## config.mk

```make
export PLATFORM = sky130hd
export DESIGN_NAME = clock_dist_sequencer
export DESIGN_NICKNAME = d
export VERILOG_FILES = /design/src/rtl/clock_dist_sequencer.sv
export SDC_FILE = /design/constraint.sdc
export NUM_CORES = 1
export LEC_CHECK = 0
export ABC_CLOCK_PERIOD_IN_PS = 2900
export CAP_MARGIN = 0
export CORE_UTILIZATION = 40
export CTS_BUF_LIST = sky130_fd_sc_hd__clkbuf_4 sky130_fd_sc_hd__clkbuf_8
export DETAILED_ROUTE_END_ITERATION = 10
export PLACE_DENSITY = 0.83
export SYNTH_ARGS = -nofsm -noshare
export SYNTH_HDL_FRONTEND = slang
export SYNTH_SLANG_ARGS = --single-unit
```

## constraint.sdc

```tcl
create_clock -name root_clock -period 2.9 [get_ports root_clock]
set_clock_uncertainty 0.1 [all_clocks]
set_input_delay 0.435 -clock root_clock [delete_from_list [all_inputs] [get_ports root_clock]]
set_output_delay 0.435 -clock root_clock [all_outputs]
set_load 0.01 [all_outputs]
```

## src/rtl/clock_dist_sequencer.sv

```systemverilog
// clock_dist_sequencer: PLL lock debounce, reset-release synchroniser and per-domain burst clock gating.
// Optional per-domain gated-cycle counters are built when CLOCK_DIST_CYCLE_COUNT_EN is defined.
module clock_dist_sequencer #(
    parameter int NUM_DOMAINS     = 4,
    parameter int RST_SYNC_STAGES = 3,
    parameter int LOCK_DEBOUNCE   = 64,
    parameter int CNT_W           = 16
) (
    input  logic                     root_clock,
    input  logic                     reset_n_trigger,
    input  logic                     pll_locked,
    output logic                     locked,
    output logic                     sync_rst_n,
    input  logic                     budget_valid,
    output logic                     budget_ready,
    input  logic [CNT_W-1:0]         budget_cycles,
    input  logic [NUM_DOMAINS-1:0]   budget_mask,
    output logic [NUM_DOMAINS-1:0]   gate_en,
    output logic                     done,
    output logic                     abort,
    output logic [32*NUM_DOMAINS-1:0] cycle_count
);
    localparam int DW = $clog2(LOCK_DEBOUNCE + 1);

    typedef enum logic [1:0] {S_WAIT_LOCK, S_SYNC, S_RUN} state_t;

    state_t                     state, state_nx;
    logic                       lk_m, lk_s;
    logic [DW-1:0]              dbc;
    logic [RST_SYNC_STAGES-1:0] sr, sr_nx;
    logic [CNT_W-1:0]           run_cnt;
    logic [NUM_DOMAINS-1:0]     mask_q;
    logic                       active;
    logic                       xfer;

    assign locked       = dbc == DW'(LOCK_DEBOUNCE);
    assign sync_rst_n   = sr[RST_SYNC_STAGES-1];
    assign budget_ready = (state == S_RUN) & locked & (run_cnt == '0) & ~active & ~done;
    assign xfer         = budget_valid & budget_ready;

    always_ff @(posedge root_clock or negedge reset_n_trigger) begin
        if (!reset_n_trigger) begin
            lk_m <= 1'b0;
            lk_s <= 1'b0;
            dbc  <= '0;
        end else begin
            lk_m <= pll_locked;
            lk_s <= lk_m;
            dbc  <= !lk_s ? '0 : locked ? dbc : dbc + 1'b1;
        end
    end

    // The shift register starts filling on the edge that leaves WAIT_LOCK, so RUN
    // is reached exactly RST_SYNC_STAGES edges after locked rises.
    always_comb begin
        sr_nx    = locked ? {sr[RST_SYNC_STAGES-2:0], 1'b1} : '0;
        state_nx = !locked ? S_WAIT_LOCK : sr_nx[RST_SYNC_STAGES-1] ? S_RUN : S_SYNC;
    end

    always_ff @(posedge root_clock or negedge reset_n_trigger) begin
        if (!reset_n_trigger) begin
            state <= S_WAIT_LOCK;
            sr    <= '0;
        end else begin
            state <= state_nx;
            sr    <= sr_nx;
        end
    end

    always_ff @(posedge root_clock or negedge reset_n_trigger) begin
        if (!reset_n_trigger) begin
            run_cnt <= '0;
            mask_q  <= '0;
            gate_en <= '0;
            active  <= 1'b0;
            done    <= 1'b0;
            abort   <= 1'b0;
        end else if (!locked) begin
            run_cnt <= '0;
            gate_en <= '0;
            active  <= 1'b0;
            done    <= 1'b0;
            abort   <= active;
        end else begin
            abort   <= 1'b0;
            gate_en <= (run_cnt != '0) ? mask_q : '0;
            done    <= active & (run_cnt == '0);
            if (xfer) begin
                run_cnt <= budget_cycles;
                mask_q  <= budget_mask;
                active  <= 1'b1;
            end else if (run_cnt != '0) begin
                run_cnt <= run_cnt - 1'b1;
            end else if (active) begin
                active  <= 1'b0;
            end
        end
    end

`ifdef CLOCK_DIST_CYCLE_COUNT_EN
    for (genvar i = 0; i < NUM_DOMAINS; i++) begin : g_cnt
        logic [31:0] c;
        always_ff @(posedge root_clock or negedge reset_n_trigger) begin
            if (!reset_n_trigger)
                c <= '0;
            else if (!sync_rst_n)
                c <= '0;
            else if (gate_en[i])
                c <= c + 1'b1;
        end
        assign cycle_count[32*i +: 32] = c;
    end
`else
    assign cycle_count = '0;
`endif
endmodule

```

==> flow_summary_export.csv <==
group,metric,value,unit
status,run_status,"complete, no violations",
worst_setup_path,timing.critical_path.from_type,"register",
global_route,groute.usage.overall,0.138,
detailed_routing,dr_total_vias,1881,
global_route,grt_max_degree,41,
worst_setup_path,worst-endpoint-arrival,2250,ps
floorplan,placement_rows,30,
synth,synth_area,2910,um^2
detailed_routing,routed_wl,5.24,mm
sta,slew_headroom,0.408,
floorplan,die_w,87.3,um
synth,yosys-mux-area-fraction,0.0241,
global_route,global_route_wire_length_before_repair,7.93,mm
hold_path,min_path_type,"primary input to async pin",
detailed_routing,drt-vias-per-instance,4.23,
synth,synthArstFlopShare,1.00,
clocking,clock_tree_from_tritoncts,"done",
clocking,htreeDepth,2,
run,max_cap_violations,0,
pwr,reported_leakage_power,1.59,nW
cells_and_area,finalNetCount,376,
synth,synth.yosys.warnings,0,
floorplan,initial_utilization,0.421,
clocking,cts_made_buffers,5,
sta,timing.final.ws_setup,114,ps
cells_and_area,insertedDiodeCount,0,
synth,top_cells_by_area_in_the_synthesized_netlist,"sky130_fd_sc_hd__dfrtp_1 (34%), sky130_fd_sc_hd__buf_4 (33%), sky130_fd_sc_hd__xnor2_1 (3.0%)",
synth,synth_area_in_simple_gates,0.132,
placed_design,dp_slack,-4.77,ps
synth,synth-compound-area-share,0.0843,
placed_design,gp_congestion,0.911,
detailed_routing,ant_nets,0,
floorplan,fp.dieArea,7620,um^2
detailed_routing,initial_detailed_routing_violation_count,170,
sta,report.final.slew_viol_count,0,
detailed_routing,drt-pass1-iter-count,4,
worst_setup_path,worst-path-max-fanout,3,
cells_and_area,post-route-util,0.436,
clocking,cts.clk_slew.worst_paths,80,ps
global_route,number_of_global_route_vias_before_repair,1561,
placed_design,place.detailed.hpwl,3.85,mm
synth,synth.cells.most_frequent,"sky130_fd_sc_hd__buf_4 (128), sky130_fd_sc_hd__dfrtp_1 (40), sky130_fd_sc_hd__nand2_1 (13)",
global_route,gr-total-overflow,0,
sta,final_hold_viol_count,0,
clocking,clock_sinks,40,
global_route,number_of_antenna_violations_at_the_first_check_in_global_routing,0,
sta,post-route-period-util,0.961,
worst_setup_path,worst-r2r-setup-slack,370,ps
synth,synth_top_flop_cell,"sky130_fd_sc_hd__dfrtp_1",
synth,ys_types,42,
synth,synth_enable_flop_cells,0,
sta,final.min_clock_period,2790,ps
cells_and_area,areaGrowthSynthToFinish,3.57,%
sta,grt_setup_unrepaired,"false",
cells_and_area,fillers,684,
pwr,power-per-cell-area,380,nW/um^2
synth,combinational_family_with_the_most_area_after_synthesis,"buffers and inverters",
floorplan,floorplan.die.height,87.3,um
pwr,ir_drop,148,uV
synth,synthXorXnorAreaFrac,0.0482,
clocking,insertion_delay,290,ps
placed_design,numPortBuffers,32,
synth,synth_top_area_share,0.344,
clocking,clock_tree.root_cell,"sky130_fd_sc_hd__clkbuf_8",
detailed_routing,routedWlPerCell,11.8,um
synth,ys_seq_area_frac,0.344,
floorplan,io-pin-count,161,
synth,adder_cell_share_of_the_synthesized_area,0.0172,
sta,max_freq,0.359,GHz
clocking,cts_buffer_depth,2,
worst_setup_path,timing.setup.critical_path_class,"register to output pin",
worst_setup_path,setup.worst_path.end_class,"output pin",
synth,synth-seq-cells,40,
synth,yosysMostFrequentCell,"sky130_fd_sc_hd__buf_4",
worst_setup_path,worstPathRequired,2370,ps
synth,synth_cells,308,
synth,synth.largest_area_cell,"sky130_fd_sc_hd__dfrtp_1",
detailed_routing,drcViolationCount,0,
floorplan,coreArea,6910,um^2
synth,synthesis.area_per_instance,9.44,um^2
sta,worstMarginPinSlew,888,ps
cells_and_area,drive_gt1_frac,0.0802,
sta,final-setup-viol-count,0,
==> sequential cells by signal (all words and copies together), names as in the netlist <==
signal and cells:
run_cnt 16, dbc 7, gate_en 4, lk_m 1, mask_q 4, state 1
active 1, done 1, abort 1, sr 3, lk_s 1
==> cell usage in the layout, fill, tap and decap left out, drive strengths merged, types with 3 or more instances in the layout <==
cell	count
nor4	3
nand2b	3
nor2	9
a211oi	10
nand2	13
nor3	6
or3	4
nand3	5
o21ai	3
mux2	4
buf	8
xnor2	10
and2	12
and3	5
clkbuf	5
nor2b	3
inv	6
clkdlybuf4s50	30
xor2	6
conb	128
a21oi	8
dfrtp	40
a32o	3
ha	4
==> final cells by class <==
class                           count  area [um^2]  area share
Timing Repair Buffer               39          367       0.122
Multi-Input combinational cell    255         1390       0.461
Clock buffer                        5         68.8      0.0228
Clock inverter                      3         42.5      0.0141
Inverter                            7         26.3     0.00872
Tap cell                           96          120      0.0399
Sequential cell                    40         1000       0.332
==> power by group <==
group / switching [W] / leakage, nW / internal [W]
Clock: 0.000195 / 0.0541 / 0.000255
Combinational: 0.0000964 / 0.981 / 0.0000325
Sequential: 0.00000477 / 0.552 / 0.000562
Total: 0.000296 / 1.59 / 0.000849
==> metrics by stage <==
stage	power, W	setup TNS, ps	area, um^2	hold WS (ps)	instances
2_1_floorplan	0.000786	0	3390	39.4	435
3_3_place_gp	0.000702	0	2880	235	436
3_5_place_dp	0.000704	-4.77	2880	238	436
4_1_cts	0.00116	0	3010	191	445
5_1_grt	0.00121	0	3010	232	445
6_report	0.00115	0	3010	160	445
==> path summary, 6_finish.rpt <==
check | startpoint | end | depth (start not counted)
setup / recovery | run_cnt[1]$_DFFE_PN0P_ | budget_ready | 6
hold / removal | reset_n_trigger | sr[2]$_DFF_PN0_ | 1
setup reg to reg | run_cnt[1]$_DFFE_PN0P_ | run_cnt[0]$_DFFE_PN0P_ | 7
hold reg to reg | lk_m$_DFF_PN0_ | lk_s$_DFF_PN0_ | 0
max in group asynchronous | reset_n_trigger | run_cnt[11]$_DFFE_PN0P_ | 1
min in group root_clock | lk_m$_DFF_PN0_ | lk_s$_DFF_PN0_ | 0
==> what timing repair did <==
item                                    4_1_cts  5_1_grt
resized for setup                             4        0
hold buffers                                  0        0
endpoints found under the setup margin        1        0
setup buffers                                 1        0
==> worst max-delay path: stages, from the launching register on <==
cell and delay (ps):
sky130_fd_sc_hd__dfrtp_1 410, sky130_fd_sc_hd__inv_1 110, sky130_fd_sc_hd__ha_1 150, sky130_fd_sc_hd__or4b_4 490, sky130_fd_sc_hd__nor4b_4 340, sky130_fd_sc_hd__and3_1 200, sky130_fd_sc_hd__dlygate4sd2_1 260
==> routing by layer <==
layer / wire length [um] / track usage / part of all wire / up-vias
met5: 0 / 0 / 0 / -
met4: 93 / 0.0596 / 0.018 / 0
met3: 428 / 0.0398 / 0.082 / 11
met2: 2610 / 0.225 / 0.50 / 110
met1: 2110 / 0.168 / 0.40 / 913
li1: - / - / - / 847
==> cell families (layout without fill, tap and decap cells) <==
logic type               count (synthesis)  count (layout)
AND/OR/NAND/NOR                         68              68
buffers and inverters                  140              54
AO/OA/AOI/OAI                           34              34
adder cells (fa/ha/maj)                  4               4
XOR/XNOR                                16              16
flip-flops                              40              40
other                                    1             128
multiplexers                             5               5
No activity file was read; power rests on OpenSTA's default activity.
==> patch, RTL diff (same settings) <==
`NUM_DOMAINS`: 4 -> 6.
--- a/src/rtl/clock_dist_sequencer.sv
+++ b/src/rtl/clock_dist_sequencer.sv
@@ -1,7 +1,7 @@
 // clock_dist_sequencer: PLL lock debounce, reset-release synchroniser and per-domain burst clock gating.
 // Optional per-domain gated-cycle counters are built when CLOCK_DIST_CYCLE_COUNT_EN is defined.
 module clock_dist_sequencer #(
-    parameter int NUM_DOMAINS     = 4,
+    parameter int NUM_DOMAINS     = 6,
     parameter int RST_SYNC_STAGES = 3,
     parameter int LOCK_DEBOUNCE   = 64,
     parameter int CNT_W           = 16
Interface: changed (resized budget_mask, cycle_count and gate_en); port bits go from 161 to 229. No check against the original RTL was run, so the function may have changed too.
==> patch against the unedited design <==
- cell area grew 13%
- clock power fell by 18%
- sequential cell count increased by 4
- count of clock-buffer cells in the layout rose by 1
- worst setup slack improved by 0.11 ns
- power increased by 1.3%
- area after synthesis is 20% higher
- routed wire length increased by 5.0%
- register-to-register slack got worse by 0.10 ns
- combinational power grew 30%
- critical path type unchanged
- critical endpoint unchanged
- largest cell class unchanged
==> patch: results (changes against the unedited design) <==
Run status
  – Status: complete, no violations (unchanged)

Place
  – Worst slack, placed: 0.01467 ns (was -0.004767 ns)
  – Gpl congestion: 0.8546 (was 0.9113)
  – Placed cells: 533 (was 436)
  – Final HPWL DP: 4.362 mm (was 3.852 mm)
  – Port Buffers: 36 (was 32)

Global routing
  – Number of global-route vias before repair: 1709 (was 1561)
  – Global-route usage over all layers: 0.1185 (was 0.1376)
  – First-pass GRT wire length: 8.238 mm (was 7.928 mm)
  – Largest net degree at the start of global routing: 45 (was 41)

Critical path
  – Worst R2R Setup Slack: 0.27 ns (was 0.37 ns)
  – Critical path arrival: 2.14 ns (was 2.25 ns)
  – Reg2reg end: mask_q[3] (was run_cnt[0])
  – Max incr delay on CP: 0.55 ns (was 0.49 ns)
  – R2R Path Start: run_cnt[0] (was run_cnt[1])

Finish
  – Layout cells sized above 1: 0.07356 (was 0.08023)
  – NumNets Final: 464 (was 376)

Logic synthesis
  – Sequential fraction of the synthesis area: 0.3142 (was 0.3441)
  – Count of cell types in the netlist: 41 (was 42)
  – Top post-synthesis cells by area: buf_4, dfrtp_1, and2_1 (was dfrtp_1, buf_4, xnor2_1)
  – Avg Cell Area, Syn: 9.079 um^2 (was 9.445 um^2)
  – Commonest cells in the netlist: buf_4, dfrtp_1, nor2_1, and2_1 (was buf_4, dfrtp_1, nand2_1, and2_1)

Route
  – Iteration-0 DRC Markers: 127 (was 170)
  – Final WL: 5.503 mm (was 5.239 mm)

STA
  – Slew @ Worst Pin: 0.9620 ns (was 0.8884 ns)

Pwr
  – P_leak: 1.876 nW (was 1.587 nW)

Run
  – Max-Cap Viols: 0 (unchanged)
-- patch: changes by cell type in the layout (fill, tap and decap cells not counted), sizes merged, moves of 3 or more --
cell           unedited run  this run
and2                     12        16
a211oi                   10         2
a22oi                     0        10
nand2                    13        10
a32o                      3         0
a21oi                     8         4
dfrtp                    40        44
nor4                      3         6
buf                       8        13
clkdlybuf4s50            30        34
conb                    128       192
nor2                      9        21
-- patch: cell type report --
class	count	area, um^2
Fill cell	823	4928
Multi-Input combinational cell	331	1639
Sequential cell	44	1101
Timing Repair Buffer	48	440.4
Tap cell	105	131.4
Clock buffer	6	76.32
Inverter	5	18.77
Clock inverter	1	5.005
-- patch: how the worst max path moves through the flow --
stage                     start  slack, ns            to
floorplan            run_cnt[0]       0.25     mask_q[0]
finish              run_cnt[12]       0.23  budget_ready
CTS                  run_cnt[0]      0.007  budget_ready
detailed placement   run_cnt[0]       0.01  budget_ready
global route         run_cnt[0]        0.1  budget_ready
global placement     run_cnt[0]       0.08  budget_ready
-- patch: through the flow --
stage / instance area (um^2) / power [W] / hold WS (ns)
2_1_floorplan: 4222 / 0.0009418 / 0.03941
3_3_place_gp: 3327 / 0.0007968 / 0.2335
3_5_place_dp: 3327 / 0.0007988 / 0.2479
4_1_cts: 3412 / 0.001169 / 0.2153
5_1_grt: 3412 / 0.001231 / 0.2575
6_report: 3412 / 0.001161 / 0.1906
-- patch: power breakdown --
part / internal (W) / switching (W)
logic: 0.0000345 / 0.000134
clock network: 0.000173 / 0.000197
registers: 0.000618 / 0.00000472
-- patch: cells by family after synthesis --
kind of cell,after synthesis,share of synthesized area
muxes,6,0.01928
AOI/OAI and AO/OA,29,0.05676
buffers and inverters,202,0.4252
adders and majority gates,3,0.01071
xor gates and xnor gates,15,0.03749
DFF,44,0.3142
other,1,0.001070
and+or+nand+nor,86,0.1353
-- patch: timing repair --
item | 4_1_cts | 5_1_grt
endpoints found under the setup margin | 1 | 1
setup buffers | 0 | 0
pin swaps | 0 | 1
hold buffers | 0 | 0
resized for setup | 2 | 4
-- patch: metal layers --
metal	global-route usage	up-vias	share of wire
li1	-	962	-
met1	0.1471	1006	0.39
met2	0.1958	139	0.50
met3	0.03748	5	0.096
met4	0.03607	0	0.0082
met5	0	-	0
